`src/rtl/adc_capture_ctrl_pkg.sv`:
```
// Shared types and default widths for the ADC capture write-side sequencer.
package adc_ctrl_pkg;
    localparam int ADC_DATA_W = 16;
    localparam int ADC_CNT_W  = 16;

    typedef enum logic [2:0] {
        IDLE,
        ARMED,
        DELAY,
        CAPTURE,
        DRAIN
    } cap_state_t;
endpackage

```
`src/rtl/adc_capture_ctrl_if.sv`:
```
// Control, ADC sample and FIFO write-side signals of the capture sequencer.
interface adc_capture_ctrl_if
    import adc_ctrl_pkg::*;
#(
    parameter int DATA_W = ADC_DATA_W,
    parameter int CNT_W  = ADC_CNT_W
);
    logic              arm;
    logic              abort;
    logic              trig;
    logic [CNT_W-1:0]  capture_len;
    logic [CNT_W-1:0]  trig_delay;
    logic              sample_valid;
    logic [DATA_W-1:0] sample_data;
    logic              fifo_full;
    logic              fifo_wr_empty;
    logic              fifo_wr_en;
    logic [DATA_W-1:0] fifo_din;
    logic              busy;
    logic              done;
    logic              overflow;
    logic [CNT_W-1:0]  samples_written;

    modport master (
        output arm, abort, trig, capture_len, trig_delay, sample_valid, sample_data,
               fifo_full, fifo_wr_empty,
        input  fifo_wr_en, fifo_din, busy, done, overflow, samples_written
    );

    modport slave (
        input  arm, abort, trig, capture_len, trig_delay, sample_valid, sample_data,
               fifo_full, fifo_wr_empty,
        output fifo_wr_en, fifo_din, busy, done, overflow, samples_written
    );
endinterface

```
`src/rtl/adc_capture_ctrl_down_counter.sv`:
```
// Loadable down-counter with a zero flag; the enable is expected to be gated by the user.
module down_counter #(
    parameter int W = 16
) (
    input  logic         clk,
    input  logic         rst,
    input  logic         load,
    input  logic         en,
    input  logic [W-1:0] value,
    output logic [W-1:0] count,
    output logic         zero
);
    logic [W-1:0] cnt;

    always_ff @(posedge clk) begin
        if (rst)
            cnt <= '0;
        else if (load)
            cnt <= value;
        else if (en)
            cnt <= cnt - W'(1);
    end

    assign count = cnt;
    assign zero  = (cnt == '0);
endmodule

```
`src/rtl/adc_capture_ctrl.sv`:
```
// Write-side sequencer: arm, trigger, programmable delay, gate capture_len sample slots
// into the width-converter FIFO, then wait for readout to drain before reporting done.
module adc_capture_ctrl
    import adc_ctrl_pkg::*;
#(
    parameter int DATA_W      = ADC_DATA_W,
    parameter int CNT_W       = ADC_CNT_W,
    parameter int DRAIN_GUARD = 8
) (
    input logic              wr_clk,
    input logic              wr_rst,
    adc_capture_ctrl_if.slave bus
);
    localparam logic [CNT_W-1:0] ONE = CNT_W'(1);

    cap_state_t       state, state_next;
    logic [CNT_W-1:0] len_q, dly_q, slot_cnt, written;
    logic             ovf_q, done_q;
    logic             accept_arm, slot_take, last_slot, drain_done;
    logic             dly_load, dly_en, dly_zero, guard_en, guard_zero;
    logic             wr_en, busy;
    logic [CNT_W-1:0] dly_count, guard_count;

    down_counter #(.W(CNT_W)) u_dly_cnt (
        .clk(wr_clk), .rst(wr_rst), .load(dly_load), .en(dly_en),
        .value(dly_q), .count(dly_count), .zero(dly_zero)
    );

    // Guard holds off trusting fifo_wr_empty until the reader-side flag has crossed over.
    down_counter #(.W(CNT_W)) u_guard_cnt (
        .clk(wr_clk), .rst(wr_rst), .load(last_slot), .en(guard_en),
        .value(CNT_W'(DRAIN_GUARD)), .count(guard_count), .zero(guard_zero)
    );

    always_ff @(posedge wr_clk) begin
        if (wr_rst)
            state <= IDLE;
        else
            state <= state_next;
    end

    always_comb begin
        state_next = state;
        if (bus.abort) begin
            state_next = IDLE;
        end else begin
            case (state)
                IDLE:    if (bus.arm && bus.capture_len != '0) state_next = ARMED;
                ARMED:   if (bus.trig) state_next = (dly_q != '0) ? DELAY : CAPTURE;
                DELAY:   if (dly_count == ONE) state_next = CAPTURE;
                CAPTURE: if (last_slot) state_next = DRAIN;
                DRAIN:   if (drain_done) state_next = IDLE;
                default: state_next = IDLE;
            endcase
        end
    end

    always_comb begin
        accept_arm = (state == IDLE) && bus.arm && !bus.abort;
        slot_take  = (state == CAPTURE) && bus.sample_valid;
        last_slot  = slot_take && (slot_cnt + ONE == len_q);
        wr_en      = slot_take && !bus.fifo_full;
        dly_load   = (state == ARMED) && bus.trig;
        dly_en     = (state == DELAY) && !dly_zero;
        guard_en   = (state == DRAIN) && !guard_zero;
        drain_done = (state == DRAIN) && (guard_count == '0) && bus.fifo_wr_empty && !bus.abort;
        busy       = (state != IDLE);
    end

    // Slots count even when the FIFO is full so the record stays aligned to the trigger.
    always_ff @(posedge wr_clk) begin
        if (wr_rst) begin
            len_q    <= '0;
            dly_q    <= '0;
            slot_cnt <= '0;
            written  <= '0;
            ovf_q    <= 1'b0;
            done_q   <= 1'b0;
        end else begin
            done_q <= 1'b0;
            if (accept_arm) begin
                len_q    <= bus.capture_len;
                dly_q    <= bus.trig_delay;
                slot_cnt <= '0;
                written  <= '0;
                ovf_q    <= 1'b0;
                if (bus.capture_len == '0)
                    done_q <= 1'b1;
            end
            if (slot_take) begin
                slot_cnt <= slot_cnt + ONE;
                if (bus.fifo_full)
                    ovf_q <= 1'b1;
                else
                    written <= written + ONE;
            end
            if (drain_done)
                done_q <= 1'b1;
        end
    end

    assign bus.fifo_wr_en      = wr_en;
    assign bus.fifo_din        = bus.sample_data;
    assign bus.busy            = busy;
    assign bus.done            = done_q;
    assign bus.overflow        = ovf_q;
    assign bus.samples_written = written;
endmodule
```
`src/flat_wrapper.sv`:
```
// flat-port wrapper written by rule: the top's interface ports become plain ports
module adc_capture_ctrl_flat import adc_ctrl_pkg::*;
#(
    parameter int DATA_W      = ADC_DATA_W,
    parameter int CNT_W       = ADC_CNT_W,
    parameter int DRAIN_GUARD = 8
)
  (wr_clk, wr_rst, bus_arm, bus_abort, bus_trig, bus_capture_len, bus_trig_delay, bus_sample_valid, bus_sample_data, bus_fifo_full, bus_fifo_wr_empty, bus_fifo_wr_en, bus_fifo_din, bus_busy, bus_done, bus_overflow, bus_samples_written);
  adc_capture_ctrl_if #(.DATA_W(DATA_W), .CNT_W(CNT_W)) bus_i ();
  input logic wr_clk;
  input logic wr_rst;
  input wire logic [$bits(bus_i.arm)-1:0] bus_arm;
  input wire logic [$bits(bus_i.abort)-1:0] bus_abort;
  input wire logic [$bits(bus_i.trig)-1:0] bus_trig;
  input wire logic [$bits(bus_i.capture_len)-1:0] bus_capture_len;
  input wire logic [$bits(bus_i.trig_delay)-1:0] bus_trig_delay;
  input wire logic [$bits(bus_i.sample_valid)-1:0] bus_sample_valid;
  input wire logic [$bits(bus_i.sample_data)-1:0] bus_sample_data;
  input wire logic [$bits(bus_i.fifo_full)-1:0] bus_fifo_full;
  input wire logic [$bits(bus_i.fifo_wr_empty)-1:0] bus_fifo_wr_empty;
  output wire logic [$bits(bus_i.fifo_wr_en)-1:0] bus_fifo_wr_en;
  output wire logic [$bits(bus_i.fifo_din)-1:0] bus_fifo_din;
  output wire logic [$bits(bus_i.busy)-1:0] bus_busy;
  output wire logic [$bits(bus_i.done)-1:0] bus_done;
  output wire logic [$bits(bus_i.overflow)-1:0] bus_overflow;
  output wire logic [$bits(bus_i.samples_written)-1:0] bus_samples_written;
  assign bus_i.arm = bus_arm;
  assign bus_i.abort = bus_abort;
  assign bus_i.trig = bus_trig;
  assign bus_i.capture_len = bus_capture_len;
  assign bus_i.trig_delay = bus_trig_delay;
  assign bus_i.sample_valid = bus_sample_valid;
  assign bus_i.sample_data = bus_sample_data;
  assign bus_i.fifo_full = bus_fifo_full;
  assign bus_i.fifo_wr_empty = bus_fifo_wr_empty;
  assign bus_fifo_wr_en = bus_i.fifo_wr_en;
  assign bus_fifo_din = bus_i.fifo_din;
  assign bus_busy = bus_i.busy;
  assign bus_done = bus_i.done;
  assign bus_overflow = bus_i.overflow;
  assign bus_samples_written = bus_i.samples_written;
  adc_capture_ctrl #(.DATA_W(DATA_W), .CNT_W(CNT_W), .DRAIN_GUARD(DRAIN_GUARD)) u_core (.wr_clk(wr_clk), .wr_rst(wr_rst), .bus(bus_i));
endmodule
```
`config.mk`:
```
export PLATFORM = sky130hd
export DESIGN_NAME = adc_capture_ctrl_flat
export DESIGN_NICKNAME = d
export VERILOG_FILES = /design/src/rtl/adc_capture_ctrl_pkg.sv /design/src/rtl/adc_capture_ctrl_if.sv /design/src/rtl/adc_capture_ctrl_down_counter.sv /design/src/rtl/adc_capture_ctrl.sv /design/src/flat_wrapper.sv
export SDC_FILE = /design/constraint.sdc
export NUM_CORES = 1
export LEC_CHECK = 0
export CAP_MARGIN = 40
export CORE_AREA = 2 2 110 112
export DETAILED_ROUTE_END_ITERATION = 12
export DIE_AREA = 0 0 112 114
export PLACE_DENSITY = 0.76
export SYNTH_ARGS = -nofsm -noshare
export SYNTH_HDL_FRONTEND = slang
export SYNTH_HIERARCHICAL = 1
export SYNTH_SLANG_ARGS = --single-unit
```
`constraint.sdc`:
```
create_clock -name wr_clk -period 2.7 [get_ports wr_clk]
set_clock_uncertainty 0.05 [all_clocks]
set_input_delay 0.27 -clock wr_clk [delete_from_list [all_inputs] [get_ports wr_clk]]
set_output_delay 0.27 -clock wr_clk [all_outputs]
set_load 0.01 [all_outputs]
```
== Word-level counts from Yosys, hierarchy flattened ==
Cells that the tools add are included.

* Flip-flop bits (word level): 101
* Output and inout port bits: 36
* Logic and storage cells: 76

* $add $sub $neg: 4
* Equal/unequal tests: 11
* Muxes and demuxes: 22
* Reduce and logical (&&, ||, !) cells: 29

{| class="wikitable"
|+ Operator list
! kind !! number
|-
| 16-bit two-way mux || 7
|-
| 16-bit zero test || 3
|-
| 16-bit by 1-bit adder with 16-bit output, second input constant || 2
|-
| 16-bit nonzero test || 2
|-
| 16-bit by 1-bit subtractor with 16-bit output, second input constant || 2
|-
| 16-bit by 1-bit == test with 1-bit output, second input constant || 1
|-
| 16-bit == test || 1
|-
| 3-bit two-way mux || 5
|-
| 3-bit one-hot mux with 5 select lines || 1
|-
| 1-bit logical AND || 12
|-
| 4-bit two-way mux || 2
|-
| 2-bit by 1-bit inequality test with 1-bit output, second input constant || 4
|-
| 1-bit two-way mux || 7
|-
| 3-bit by 2-bit == test with 1-bit output, second input constant || 2
|-
| 2-bit nonzero test || 3
|-
| 5-bit AND reduction || 1
|-
| 1-bit zero test || 4
|-
| 2-bit OR reduction || 2
|-
| 3-bit by 1-bit == test with 1-bit output, second input constant || 1
|-
| 3-bit == test, second input constant || 1
|-
| 3-bit zero test || 1
|-
| 3-bit nonzero test || 1
|-
| 2-bit inequality test, second input constant || 1
|}

== Longest topological paths before layout ==
Gate-level depths: netlist of run 1.

* Depth after elaboration: 6
* Mapped depth: 10
* Depth with buffers taken out: 9

== Hierarchy ==
The synthesis of run 1 kept the hierarchy.

{| class="wikitable"
|+ Modules (own cells, without submodules)
! module !! times used !! cells an instance !! area an instance (um^2) !! seq. area each (um^2)
|-
| adc_capture_ctrl || 1 || 468 || 3,676.0 || 1,381.3
|-
| down_counter || 2 || 99 || 880.8 || 320.3
|}

== Worst setup path before layout of run 1 ==
No wires, ideal clock.

* Path kind: register to register
* Start: register u_core.slot_cnt[0]
* End: register u_core.u_guard_cnt.cnt[13] (netlist: u_core/u_guard_cnt/count[13])
* Setup time: 0.136 ns
* Data arrival time: 2.602 ns
* Required time: 2.514 ns
* Slack: -0.087 ns
* Cell stages (with the launch flop): 11
* Buffers on the path: 1
* Path through: dfxtp_1 ha_1 nand3_2 or4_4 xnor2_1 o2111ai_1 nor4_4 inv_2 buf_1 nor2_1 a211oi_2

* Word-level cells in the longest chain between the ends: 4

{| class="wikitable"
|+ RTL lines
! element !! RTL line !! text
|-
| start, declared || adc_capture_ctrl.sv:17 || <nowiki>logic [CNT_W-1:0] len_q, dly_q, slot_cnt, written;</nowiki>
|-
| start signal, assigned || adc_capture_ctrl.sv:91 || <nowiki>slot_cnt <= slot_cnt + ONE;</nowiki>
|-
| 16-bit by 1-bit adder with 16-bit output || adc_capture_ctrl.sv:61 || <nowiki>last_slot = slot_take && (slot_cnt + ONE == len_q);</nowiki>
|-
| 16-bit == test || adc_capture_ctrl.sv:61 ||
|-
| 1-bit logical AND || adc_capture_ctrl.sv:61 ||
|-
| net u_core.last_slot || adc_capture_ctrl.sv:19 || <nowiki>logic accept_arm, slot_take, last_slot, drain_done;</nowiki>
|-
| 2-bit OR reduction (no source line) || - ||
|-
| end signal, assigned || adc_capture_ctrl_down_counter.sv:19 || <nowiki>cnt <= value;</nowiki>
|-
| end signal, assigned || adc_capture_ctrl_down_counter.sv:21 || <nowiki>cnt <= cnt - W'(1);</nowiki>
|-
| end, declared || adc_capture_ctrl_down_counter.sv:13 || <nowiki>logic [W-1:0] cnt;</nowiki>
|}

The timed path passes the listed nets, and every way through them passes these cells.
A chain may end at the register's enable or synchronous reset.

== Worst setup path in the final report of run 1 ==
* Start: register u_core.u_guard_cnt.cnt[6] (netlist: u_core/u_guard_cnt/count[6])
* End: register u_core.u_guard_cnt.cnt[14] (netlist: u_core/u_guard_cnt/count[14])

* Word-level cells in the longest chain between the ends: 3

{| class="wikitable"
|+ RTL lines
! element !! RTL line !! text
|-
| 16-bit zero test || adc_capture_ctrl_down_counter.sv:25 || <nowiki>assign zero = (cnt == '0);</nowiki>
|-
| net u_core.guard_zero || adc_capture_ctrl.sv:20 || <nowiki>logic dly_load, dly_en, dly_zero, guard_en, guard_zero;</nowiki>
|-
| 1-bit zero test || adc_capture_ctrl.sv:65 || <nowiki>guard_en = (state == DRAIN) && !guard_zero;</nowiki>
|-
| 1-bit logical AND || adc_capture_ctrl.sv:65 ||
|-
| net u_core.guard_en || adc_capture_ctrl.sv:20 ||
|}

The timed path passes the listed nets, and every way through them passes these cells.

==> results of run 1 <==
## worst max-delay path by stage
stage / startpoint / end / cells after the start
floorplan: u_core/slot_cnt[1] / u_core/u_guard_cnt/count[13] / 10
global placement: u_core/u_dly_cnt/count[6] / u_core/u_dly_cnt/count[5] / 9
detailed placement: u_core/u_dly_cnt/count[0] / u_core/u_dly_cnt/count[7] / 8
CTS: u_core/u_dly_cnt/count[0] / u_core/u_dly_cnt/count[7] / 8
global route: u_core/u_guard_cnt/count[6] / u_core/u_guard_cnt/count[14] / 9
finish: u_core/u_guard_cnt/count[6] / u_core/u_guard_cnt/count[14] / 9
## power by group through the flow
stage          Clock (mW)  Sequential [mW]  Combinational, mW
2_1_floorplan           0             1.58              0.217
3_3_place_gp            0             1.59              0.309
3_5_place_dp            0             1.59              0.315
4_1_cts              1.27             1.56              0.319
5_1_grt              1.33             1.56              0.350
6_report             1.24             1.56              0.322
## logic make-up (layout without fill, tap and decap cells)
| kind of cell | count (synthesis) | in the layout | synth area share |
|---|---|---|---|
| buffers and inverters | 67 | 123 | 0.06581 |
| AO/OA/AOI/OAI | 134 | 134 | 0.1562 |
| AND/OR/NAND/NOR | 306 | 306 | 0.3113 |
| adder cells (fa/ha/maj) | 4 | 4 | 0.009204 |
| XOR/XNOR | 51 | 51 | 0.08214 |
| flip-flops | 101 | 101 | 0.3718 |
| multiplexers | 1 | 1 | 0.002071 |
| other | 2 | 16 | 0.001381 |
## synth_stat cells, types with 5 or more instances
library cell | instances | area [sq um]
dfxtp_1 | 101 | 2022
nand2_1 | 100 | 375.4
nor2_1 | 67 | 251.5
a21oi_1 | 59 | 295.3
xnor2_1 | 34 | 297.8
nor4_1 | 25 | 156.4
buf_4 | 19 | 142.6
clkbuf_1 | 19 | 71.32
o21ai_0 | 18 | 90.09
xor2_1 | 17 | 148.9
a211oi_1 | 16 | 120.1
nand3_1 | 16 | 80.08
or3_1 | 15 | 93.84
nor3_1 | 12 | 60.06
nor4_2 | 11 | 137.6
buf_2 | 10 | 50.05
inv_1 | 10 | 37.54
a311oi_1 | 9 | 78.83
nand4_1 | 9 | 56.30
a31oi_1 | 5 | 31.28
or4_1 | 5 | 37.54
or4_4 | 5 | 56.30
## registers in the layout, indices dropped and copies added (netlist names)
name and cells:
u_core/bus.overflow 1, u_core/u_guard_cnt/count 16, u_core/dly_q 16, u_core/bus.done 1, u_core/state 3, u_core/u_dly_cnt/count 16, u_core/bus.samples_written 16, u_core/slot_cnt 16
u_core/len_q 16
## layout make-up
cell class                      instances  area, sq um  area share
Clock buffer                            9        225.2     0.03415
Clock inverter                          7        58.81    0.008917
Inverter                               12        47.55    0.007209
Multi-Input combinational cell        512         3193      0.4842
Sequential cell                       101         2031      0.3079
Tap cell                              147        183.9     0.02789
Timing Repair Buffer                   95        855.8      0.1298
## routing by layer
metal	wire (microns)	vias to the layer above	GRT usage
met5	0	-	0
met4	262	0	0.07154
met3	876	26	0.04942
met2	6616	169	0.3463
met1	6241	2406	0.2829
li1	-	2482	-
## timing repair
item	4_1_cts	5_1_grt
hold endpoints to repair	0	0
buffers inserted	0	4
resized for setup	0	18
setup endpoints to repair	0	22
## placed cells by master (no fill, tap or decap), types with 16 or more instances in the layout
cell / netlist / routed
a21oi_1: 59 / 59
buf_4: 19 / 36
clkdlybuf4s50_1: 0 / 58
conb_1: 2 / 16
dfxtp_1: 101 / 96
nand2_1: 100 / 100
nand3_1: 16 / 16
nor2_1: 67 / 65
nor4_1: 25 / 24
o21ai_0: 18 / 18
xnor2_1: 34 / 34
xor2_1: 17 / 16
## critical path, stage by stage, from the launching register on
cell	delay, ps
dfxtp_2	340
or4_4	520
or4b_4	570
nor3_4	230
nor2_4	70
nand3b_1	300
buf_4	180
nor4_2	40
xnor2_1	140
a211oi_1	200
==> out/summary.txt, run 1 <==
MaxCap Viol Count - 0
layout cell share with drive strength beyond 1 - 0.1399
CTS sink cnt - 101
Diodes inserted - 0
Layout area overhead - 21.28%
CP max FO - 7
Syn. warnings - 6
RSZ-0062 raised after global routing - true
Seq cells post-synth - 101
Reg clk slew, reported paths - 70 ps
Worst Hold Slack - 411.8 ps
placed cell areas - 6220 sq um
PortBufs - 59
Post-Syn Area per Cell - 8.165 sq um
final setup vio count - 1
Hold Crit Class - primary input to flop
Syn Inst Count - 666
vias in the first global route - 4754
die area - 12770 sq um
Setup crit end kind - flop
Synth cell types - 66
Cell Pwr Density - 473.4 nW/um^2
Residual DRC - 0
Final nets - 791
DPL Wire Length - 9.657 mm
CP startpoint kind - flop
Hold Path Origin - wr_rst
most common flop cell mapped by yosys - dfxtp_1
first-pass GRT wire length - 22.54 mm
fill count - 1073
Finished Layout Cells - 883
Leak - 2.318 nW
setup ws final - -27.88 ps
CTS tree - built
outcome - finished with violations
Setup WS pre-CTS - 15.87 ps
setup tns final - -27.88 ps
path depth of the worst reg2reg path - 9
largest net degree at the start of global routing - 39
worst r2r src - u_core/u_guard_cnt/count[6]
GRT overflow - 0
hold buffers post-CTS - 0
Max Fclk - 366.6 MHz
required time worst endpoint - 2910 ps
placed cells - 863
Iteration-0 DRC Markers - 318
hold worst-path end - u_core/slot_cnt[5]
overall routed net length - 14.00 mm
crit share post-route - 1.010
failing checks - setup timing
sequential area share after synthesis - 0.3718
Avg WL per Cell - 15.85 microns
Die W - 112 microns
Routed Antenna Nets - 0
# H-tree levels - 3
r2r endpoint - u_core/u_guard_cnt/count[14]
TritonCTS Buffers - 9
asr flop ratio synth - 0
power share of the clock group - 0.398
CP Class - flop to flop
Global Route Usage Sum - 0.2135
design area - 6595 sq um
I/O pin count - 92
later-pin clock latency in the skew report - 350 ps
r2r setup slk - -30 ps
number of synthesized flops with an enable pin - 0
worst slew pin tran - 726.0 ps
Util after Layout - 0.5631
switching power - 0.8122 mW
initial antenna violation count - 0
routed via count - 5083
row count - 40
vias per cell - 5.757
sequential power share - 0.499
Slew Limit Fails - 0
Final Hold Violating Endpoints - 0
max_slew headroom - 0.5160
hold depth - 2
Post-Syn Area - 5438 sq um
switching share of power - 0.2602
Comb power frac - 0.103
fin crit period - 2728 ps
Initial Util - 0.4643
root buf cell - clkbuf_16
Worst VDD drop - 0.2818 mV
1st-pass router iterations - 4
WP data arrival - 2940 ps
area of the core - 11710 sq um
Die H - 114 microns
clk buf depth - 2
overall power - 3.122 mW
P_int - 2.310 mW
GPL Wtd Cong - 0.8752
(Power assumes the default switching activity.)
==> run 2: changes to the inputs <==
--- a/config.mk
+++ b/config.mk
@@ -7,6 +7,7 @@
 export LEC_CHECK = 0
 export CAP_MARGIN = 40
 export CORE_AREA = 2 2 110 112
+export CTS_CLUSTER_DIAMETER = 60
 export DETAILED_ROUTE_END_ITERATION = 12
 export DIE_AREA = 0 0 112 114
 export PLACE_DENSITY = 0.76
==> results of run 2 <==
Final layout, timing and power as in run 1 (identical DEF).
==> run 3: changes to the inputs <==
--- a/config.mk
+++ b/config.mk
@@ -6,11 +6,11 @@
 export NUM_CORES = 1
 export LEC_CHECK = 0
 export CAP_MARGIN = 40
-export CORE_AREA = 2 2 110 112
+export CORE_AREA = 2 2 108 110
 export CTS_CLUSTER_DIAMETER = 60
 export DETAILED_ROUTE_END_ITERATION = 12
-export DIE_AREA = 0 0 112 114
-export PLACE_DENSITY = 0.76
+export DIE_AREA = 0 0 110 112
+export PLACE_DENSITY = 0.75
 export SYNTH_ARGS = -nofsm -noshare
 export SYNTH_HDL_FRONTEND = slang
 export SYNTH_HIERARCHICAL = 1
==> constraint.sdc (replaced) <==
create_clock -name wr_clk -period 3.2 [get_ports wr_clk]
set_clock_uncertainty 0.05 [all_clocks]
set_input_delay 0.32 -clock wr_clk [delete_from_list [all_inputs] [get_ports wr_clk]]
set_output_delay 0.32 -clock wr_clk [all_outputs]
set_load 0.01 [all_outputs]
==> run 3 against run 2 <==
The flow now finishes without violations. Final area shrank 2.9%. Utilization grew 0.97 points. Sequential power shrank 15%. Clock-buffer cell count grew 1. Sequential share of layout area grew 0.80 points. Clock power is essentially flat. Global-route usage grew 0.91 points. Power shrank 8.9%. Highest routed layer unchanged.
==> out/summary.txt, run 3 (synthesized netlist as in run 1, its figures left out) <==
most frequent cells in the layout - dfxtp_1 (101), nand2_1 (100), nor2_1 (67)
Final Hold Violating Endpoints - 0 (unchanged)
largest net degree at the start of global routing - 36 (-7.7%)
CP startpoint kind - flop
power share of the clock group - 0.447 (+0.049)
M1 WL - 5.956 mm (-4.6%)
CTS sink cnt - 101 (unchanged)
Comb power frac - 0.090 (-0.013)
final setup vio count - 0 (-1)
row count - 39 (-2.5%)
Routed Antenna Nets - 0 (unchanged)
CTS tree - built
Final nets - 768 (-2.9%)
I/O pin count - 92 (unchanged)
Reg clk slew, reported paths - 70 ps (about the same)
Residual DRC - 0 (unchanged)
most common cell after layout, fill and taps aside - dfxtp_1
CP peak stage delay - 590 ps (+20 ps)
Die H - 112 microns (-1.8%)
area of the core - 11170 sq um (-4.6%)
vias per cell - 5.759 (about the same)
later-pin clock latency in the skew report - 360 ps (about the same)
worst slew pin tran - 565.2 ps (-160.8 ps)
CP Class - flop to flop
GPL Wtd Cong - 0.8427 (-3.7%)
Max Fclk - 339.7 MHz (-7.3%)
family with the most delay on the worst path - simple AND/OR/NAND/NOR gates
sequential power share - 0.463 (-0.036)
Slew Limit Fails - 0 (unchanged)
RSZ-0062 raised after global routing - false
WP data arrival - 3150 ps (+210 ps)
switching share of power - 0.2306 (-0.02958)
Critical Path, Cell by Cell - ha_1 > nand3_2 > or4_4 > xnor2_1 > o2111ai_1 > nor4_4 > inv_2 > a311oi_1
fin crit period - 2944 ps (+215.8 ps)
crit share post-route - 0.9199 (-0.09041)
vias in the first global route - 4596 (-3.3%)
routed via count - 4930 (-3.0%)
Initial Util - 0.4866 (+0.02230)
outcome - finished, final reports clean
Bufs and invs on worst path - 1 (unchanged)
CP max FO - 28 (+21)
Avg WL per Cell - 15.58 microns (-1.7%)
Top Metal Used - met4
DPL Wire Length - 9.271 mm (-4.0%)
Iteration-0 DRC Markers - 368 (+16%)
layout cell share with drive strength beyond 1 - 0.08976 (-0.05018)
clk buf depth - 2 (unchanged)
overall routed net length - 13.34 mm (-4.7%)
1st-pass router iterations - 5 (+1)
first-pass GRT wire length - 21.85 mm (-3.1%)
Global Route Usage Sum - 0.2226 (+0.009106)
met2 wire length - 6.318 mm (-4.5%)
slowest stage cell, crit path - or4_4
met3 WL - 792 microns (-9.6%)
TritonCTS Buffers - 9 (unchanged)
max_slew headroom - 0.6222 (+0.1062)
required time worst endpoint - 3410 ps (+500 ps)
Worst VDD drop - 0.3160 mV (+12%)
Cell Pwr Density - 444.2 nW/um^2 (-6.2%)
Hold Crit Class - primary input to flop
Leak - 2.222 nW (-4.2%)
Die W - 110 microns (-1.8%)
Layout area overhead - 17.72%
Diodes inserted - 0 (unchanged)
die area - 12320 sq um (-3.5%)
initial antenna violation count - 0 (unchanged)
MaxCap Viol Count - 0 (unchanged)
switching power - 0.6556 mW (-19%)
root buf cell - clkbuf_16
GRT overflow - 0 (unchanged)
overall power - 2.843 mW (-8.9%)
setup tns final - 0 ps (+27.88 ps)
Setup crit end kind - flop
PortBufs - 59 (unchanged)
P_int - 2.188 mW (-5.3%)
# H-tree levels - 3 (unchanged)
run 3: cell types whose count changed in the layout (fill, tap and decap cells not counted), moves of 2 or more:
| cell | change |
|---|---|
| buf_4 | -23 |
| bufinv_16 | +3 |
| clkinvlp_4 | -2 |
| dfxtp_1 | +5 |
| dfxtp_2 | -4 |
| inv_6 | -2 |
| nor2_1 | +2 |
| or4b_1 | +3 |
| or4b_4 | -3 |
run 3: timing repair:
action                     4_1_cts  5_1_grt
hold buffers                     0        0
gates resized for setup          0        1
setup buffers                    0        0
setup endpoints to repair        0        6
run 3: metal layers:
| layer | vias up | global-route usage |
|---|---|---|
| li1 | 2443 | - |
| met1 | 2328 | 0.2849 |
| met2 | 136 | 0.3599 |
| met3 | 23 | 0.05152 |
| met4 | 0 | 0.08608 |
| met5 | - | 0 |
run 3: through the flow:
| stage | std cells | area, sq um | hold slack (ps) | util | setup slack [ps] |
|---|---|---|---|---|---|
| final | 856 | 6401 | 379.4 | 0.5728 | 256.3 |
| after global routing | 856 | 6401 | 407.1 | 0.5728 | 6.737 |
| after CTS | 856 | 6395 | 387.7 | 0.5723 | 70.20 |
| after detailed placement | 840 | 6046 | 413.2 | 0.5410 | 102.8 |
| after global placement | 840 | 6046 | 404.5 | 0.5410 | 277.7 |
| after floorplan | 680 | 5490 | 342.1 | - | 412.5 |
run 3: area by class of cell:
| class | instances | area (sq um) |
|---|---|---|
| well taps | 143 | 178.9 |
| clock buffers | 10 | 239.0 |
| repair buffers | 72 | 683.2 |
| multi-input cells | 512 | 3123 |
| fillers | 1009 | 4773 |
| flip-flops and latches | 101 | 2022 |
| clock inverters | 6 | 110.1 |
| inverters | 12 | 45.04 |
run 3: path summary, 6_finish.rpt:
kind	slack, ps	cells past startpoint	startpoint	endpoint
worst max-delay path	260	8	u_core/slot_cnt[0]	u_core/u_guard_cnt/count[4]
worst min-delay path	380	2	wr_rst	u_core/u_dly_cnt/count[1]
worst max register to register	260	8	u_core/slot_cnt[0]	u_core/u_guard_cnt/count[4]
worst min register to register	420	2	u_core/len_q[8]	u_core/len_q[8]
run 3: power by group through the flow:
stage          Combinational (mW)  Clock (mW)  Sequential (mW)
2_1_floorplan               0.181           0             1.33
3_3_place_gp                0.247           0             1.34
3_5_place_dp                0.252           0             1.34
4_1_cts                     0.254        1.29             1.32
5_1_grt                     0.281        1.34             1.32
6_report                    0.257        1.27             1.32
